[src/rtl/bit_serializer.sv]
// bit_serializer
//   Parallel-to-serial converter with a 2-entry input FIFO. Words are accepted
//   with a valid/ready handshake and shifted out one bit per cycle (MSB or LSB
//   first), back-to-back when the FIFO holds the next word.
//
// Ports
//   clk        rising-edge clock
//   rst        asynchronous, active-low reset
//   din        parallel word (WIDTH bits)
//   din_valid  din holds a valid word
//   din_ready  a word can be accepted this cycle (FIFO not full)
//   stall      freezes the shifter; outputs forced low while set
//   x          serial data bit (registered)
//   bit_vld    x carries a real data bit (registered)
//   word_done  pulse with the last bit of each word (registered)
//   busy       shifter active or FIFO non-empty
module bit_serializer #(
    parameter int WIDTH     = 8,
    parameter bit MSB_FIRST = 1'b1,
    parameter int DEPTH     = 2
) (
    input  logic             clk,
    input  logic             rst,
    input  logic [WIDTH-1:0] din,
    input  logic             din_valid,
    output logic             din_ready,
    input  logic             stall,
    output logic             x,
    output logic             bit_vld,
    output logic             word_done,
    output logic             busy
);

    localparam int CNT_W   = $clog2(WIDTH);
    localparam int PTR_W   = $clog2(DEPTH);
    localparam int COUNT_W = $clog2(DEPTH + 1);
    localparam logic [CNT_W-1:0]   LAST  = CNT_W'(WIDTH - 1);
    localparam logic [COUNT_W-1:0] FULL  = COUNT_W'(DEPTH);

    typedef enum logic {IDLE, SHIFT} state_t;

    // FIFO
    logic [WIDTH-1:0]   fifo_mem [DEPTH];
    logic [PTR_W-1:0]   wr_ptr, rd_ptr;
    logic [COUNT_W-1:0] count;
    logic               push, pop;
    logic [WIDTH-1:0]   head;

    // Shifter
    state_t             state, state_n;
    logic [CNT_W-1:0]   cnt, cnt_n, cnt_inc;
    logic [WIDTH-1:0]   shreg, shreg_n;
    logic               x_n, vld_n, done_n;

    assign din_ready = (count < FULL);
    assign push      = din_valid && din_ready;
    assign head      = fifo_mem[rd_ptr];
    assign busy      = (state == SHIFT) || (count != '0);
    assign cnt_inc   = cnt + 1'b1;

    // Bit k of the word as it appears on the line.
    function automatic logic pick(input logic [WIDTH-1:0] w, input logic [CNT_W-1:0] k);
        logic [CNT_W-1:0] idx;
        idx = MSB_FIRST ? (LAST - k) : k;
        return w[idx];
    endfunction

    always_ff @(posedge clk) begin
        if (push)
            fifo_mem[wr_ptr] <= din;
    end

    always_ff @(posedge clk or negedge rst) begin
        if (!rst) begin
            wr_ptr <= '0;
            rd_ptr <= '0;
            count  <= '0;
        end else begin
            if (push)
                wr_ptr <= wr_ptr + 1'b1;
            if (pop)
                rd_ptr <= rd_ptr + 1'b1;
            case ({push, pop})
                2'b10:   count <= count + 1'b1;
                2'b01:   count <= count - 1'b1;
                default: count <= count;
            endcase
        end
    end

    // cnt is the index of the bit currently on x, so a pop registers bit 0
    // immediately; this gives first-bit latency of one edge after the pop.
    always_comb begin
        state_n = state;
        cnt_n   = cnt;
        shreg_n = shreg;
        x_n     = 1'b0;
        vld_n   = 1'b0;
        done_n  = 1'b0;
        pop     = 1'b0;
        if (!stall) begin
            if (state == SHIFT && cnt != LAST) begin
                cnt_n  = cnt_inc;
                x_n    = pick(shreg, cnt_inc);
                vld_n  = 1'b1;
                done_n = (cnt_inc == LAST);
            end else if (count != '0) begin
                // IDLE, or end of word with another word waiting
                pop     = 1'b1;
                shreg_n = head;
                cnt_n   = '0;
                state_n = SHIFT;
                x_n     = pick(head, '0);
                vld_n   = 1'b1;
            end else if (state == SHIFT) begin
                state_n = IDLE;
                cnt_n   = '0;
            end
        end
    end

    always_ff @(posedge clk or negedge rst) begin
        if (!rst) begin
            state     <= IDLE;
            cnt       <= '0;
            shreg     <= '0;
            x         <= 1'b0;
            bit_vld   <= 1'b0;
            word_done <= 1'b0;
        end else begin
            state     <= state_n;
            cnt       <= cnt_n;
            shreg     <= shreg_n;
            x         <= x_n;
            bit_vld   <= vld_n;
            word_done <= done_n;
        end
    end

endmodule

[config.mk]
export PLATFORM = sky130hd
export DESIGN_NAME = bit_serializer
export DESIGN_NICKNAME = d
export VERILOG_FILES = /design/src/rtl/bit_serializer.sv
export SDC_FILE = /design/constraint.sdc
export NUM_CORES = 1
export LEC_CHECK = 0
export ABC_AREA = 0
export CORE_MARGIN = 8
export CORE_UTILIZATION = 30
export DETAILED_ROUTE_END_ITERATION = 8
export GPL_TIMING_DRIVEN = 0
export PLACE_DENSITY_LB_ADDON = 0.25
export SLEW_MARGIN = 0
export SYNTH_ARGS = -nofsm -noshare
export SYNTH_HDL_FRONTEND = slang
export SYNTH_SLANG_ARGS = --single-unit
export TNS_END_PERCENT = 20
[constraint.sdc]
create_clock -name clk -period 4.4 [get_ports clk]
set_input_delay 0.88 -clock clk [delete_from_list [all_inputs] [get_ports clk]]
set_output_delay 0.88 -clock clk [all_outputs]
set_load 0.01 [all_outputs]
==> reports/summary.log <==
qor: worst_setup_path.worstRegToRegCells 7
qor: global_route.gr-total-overflow 0
qor: layout.n_antenna_cell 0
qor: timing.report.final.setup_viol 0
qor: die.core.rowCount 25
qor: synthesis.synth.yosys.seq_area_share 65.41%
qor: worst_setup_path.critPathArrivalTime 1.68 ns
qor: clocking.clk_path_buf_depth 2
qor: timing.fin_tns_setup 0 ns
qor: worst_setup_path.crit-reg2reg-capture count[1]$_DFFE_PN0P_
qor: clocking.tritoncts_clock_tree built
qor: min_path.min_path_cells 1
qor: run_status.status completed
qor: clocking.htree_num_levels 2
qor: clocking.insertion_delay 0.28 ns
qor: detailed_routing.remaining_drc_errors 0
qor: global_route.first_global_vias 928
qor: global_route.pin_count_of_the_biggest_net_entering_global_routing 20
qor: worst_setup_path.critPathCaptureType primary output
qor: worst_setup_path.crit_required 3.52 ns
qor: layout.design.final.nets 136
qor: global_route.grt_antenna_before_repair 0
qor: layout.finalInstanceArea 1785 um2
qor: die.io_pins 17
qor: clocking.cts.reportedPaths.clkPinSlew 0.07 ns
qor: power_and_ir_drop.totalPowerFinal 1.077 mW
qor: global_route.global_route_wire_length_before_repair 4.243 mm
qor: detailed_routing.drt-initial-drc-count 25
qor: power_and_ir_drop.power.leakage 0.6908 nW
qor: placed_design.placement.cell_area 1695 um2
qor: synthesis.syn-instance-count 98
qor: detailed_routing.drtAntennaViolNets 0
qor: worst_setup_path.critPathMaxFanout 5
qor: synthesis.synthesis.area_per_instance 14.91 um2
qor: global_route.groute.usage.overall 7.711%
qor: timing.rsz0062_at_grt false
qor: synthesis.yosys_warnings 0
qor: layout.synthToLayoutAreaGrowth 22.17%
qor: clocking.cts_sinks 35
qor: timing.final_min_period_over_clock_period 58.13%
qor: synthesis.mappedNetlistNets 114
qor: timing.fin_max_slew_vios 0
qor: job.max-cap-violations 0
qor: clocking.post_cts.repair.setup_buffers 0
qor: min_path.min_to shreg[0]$_DFFE_PN0P_
qor: timing.timing.max_slew.rel_slack 42.61%
qor: layout.finalCoreUtilization 37.80%
qor: die.starting_density_of_the_core 30.94%
qor: worst_setup_path.ff2ff_setup_slack 2.25 ns
qor: synthesis.synth.ff_latch_count 35
qor: min_path.worstHoldStart shreg[0]$_DFFE_PN0P_
qor: die.die_area 7361 um2
qor: detailed_routing.num_vias 805
qor: clocking.cts_hold_repair.buffers 0
qor: die.placeableCoreArea 4723 um2
qor: placed_design.buffer_ports.inserted 15
qor: placed_design.routability_driven_placement_congestion_ratio 0.7819
qor: clocking.tritoncts.num_buffers 5
qor: worst_setup_path.crit_type register to primary output
qor: min_path.hp-class register to register
qor: die.dieHeight 85.80 um
qor: timing.finalCriticalPeriod 2.558 ns
qor: synthesis.syn_area 1461 um2
qor: timing.fmax 0.3910 GHz
qor: timing.worst_pin_slew 0.8581 ns
qor: detailed_routing.wire_per_inst 13.42 um
qor: worst_setup_path.worst_setup_path_start_kind register
qor: placed_design.dpl.hpwl 1.795 mm
qor: detailed_routing.drt_wl_total 2.523 mm
qor: power_and_ir_drop.worst_vdd_ir 0.1612 mV
qor: timing.final-hold-violation-count 0
qor: timing.post_route_clock_skew 0.004962 ns
qor: worst_setup_path.beginning_of_the_worst_register_to_register_path cnt[0]$_DFFE_PN0P_
qor: layout.layout-drive-gt1-share 22.31%
qor: clocking.clk_tree_root_cell clkbuf_8
qor: synthesis.ys_types 24
qor: detailed_routing.avg_vias_per_cell 4.282
qor: die.die_x 85.80 um
qor: power_and_ir_drop.powerDensity 603.4 nW/um2
qor: detailed_routing.drtPass1Iterations 3
qor: clocking.ctsResizeCount 0
-- per-layer routing --
metal  global-route usage [%]  part of all wire [%]  wire length (um)
met1                    7.352                    42              1049
met2                    13.26                    53              1327
met3                    2.961                   3.6                90
met4                    5.732                   2.2                55
met5                        0                     0                 0
-- placed cells by master, fill, tap and decap left out --
cell             synthesis  routed
nor2_1                   4       4
mux2i_1                  1       1
clkbuf_8                 0       6
buf_6                    1       1
o21bai_1                 2       2
nor3b_1                  1       1
clkinv_1                 0       1
edfxtp_1                16      16
nor4_1                   1       1
buf_2                    1       1
nor3_4                   1       1
nand2b_1                 1       1
nand2_1                  4       4
and3_1                   2       2
nor3_1                   2       2
xor2_1                   1       1
o221ai_1                 1       1
mux4_2                   1       1
nor2b_1                  1       1
inv_1                    6       6
clkbuf_1                 0       1
dfrtp_1                 19      19
ha_1                     4       4
xnor2_1                  4       4
clkdlybuf4s50_1          0      15
mux2_2                  16      16
nor2_2                   1       1
o21ai_0                  7       7
-- worst max-delay path: stages, from the launching register on --
cell	delay, ns
dfrtp_1	0.45
nor3_1	0.37
inv_1	0.09
clkdlybuf4s50_1	0.49
-- report_power, final --
group / internal [mW] / switching (mW)
Combinational: 0.183 / 0.157
Clock: 0.125 / 0.109
Sequential: 0.447 / 0.0562
Total: 0.756 / 0.322
-- final cells by class --
| class | count | area (um2) |
|---|---|---|
| inverters | 6 | 22.52 |
| well taps | 67 | 83.83 |
| clock inverters | 1 | 3.754 |
| plain buffers | 2 | 16.27 |
| clock buffers | 7 | 86.33 |
| repair buffers | 15 | 150.1 |
| fillers | 453 | 2938 |
| flip-flops and latches | 35 | 955.9 |
| multi-input cells | 55 | 466.7 |
-- cell families (layout without fill, tap and decap cells) --
| family | after synthesis | count (layout) | synth area share [%] |
|---|---|---|---|
| mux | 18 | 18 | 14.55 |
| buf+inv | 8 | 31 | 2.654 |
| simple gates | 18 | 18 | 6.936 |
| xor+xnor | 5 | 5 | 2.996 |
| flops | 35 | 35 | 65.41 |
| fa+ha+maj | 4 | 4 | 3.425 |
| compound gates | 10 | 10 | 4.024 |
-- cell usage after synthesis, drive strengths merged --
cell    count  area (um2)
dfrtp      19       475.5
buf         2       16.26
o21ai       7       35.03
mux2       16       180.2
edfxtp     16       480.5
nand2       4       15.01
xnor2       4       35.03
o21bai      2       15.01
xor2        1       8.760
ha          4       50.05
mux4        1       22.52
nor3        3       26.28
nor4        1       6.260
inv         6       22.52
and3        2       12.51
nor3b       1       7.510
nand2b      1       6.260
mux2i       1       10.01
nor2        5       21.27
o221ai      1       8.760
nor2b       1       6.260
-- worst max path at each step --
stage | startpoint | to | slack (ns) | cells past startpoint
after floorplan | stall | count[1]$_DFFE_PN0P_ | 2.40 | 5
after global placement | din_valid | fifo_mem[0][4]$_DFFE_PP_ | 1.98 | 3
after detailed placement | din_valid | fifo_mem[0][5]$_DFFE_PP_ | 1.95 | 3
after CTS | count[0]$_DFFE_PN0P_ | busy | 1.81 | 3
after global routing | count[0]$_DFFE_PN0P_ | busy | 1.74 | 3
final | count[0]$_DFFE_PN0P_ | busy | 1.84 | 3
-- flip-flops by register name, summed over array words and instances, names as in the netlist --
| name | flops |
|---|---|
| bit_vld | 1 |
| fifo_mem | 16 |
| shreg | 8 |
| state | 1 |
| wr_ptr | 1 |
| count | 2 |
| x | 1 |
| cnt | 3 |
| rd_ptr | 1 |
| word_done | 1 |
-- metrics by stage --
step,setup slack (ns),cells,hold slack [ns]
after floorplan,2.397,98,0.4615
after global placement,1.978,180,0.4775
after detailed placement,1.955,180,0.4920
after CTS,1.814,188,0.5081
after global routing,1.739,188,0.5315
final,1.842,188,0.5030
No activity file was read; power rests on OpenSTA's default activity.
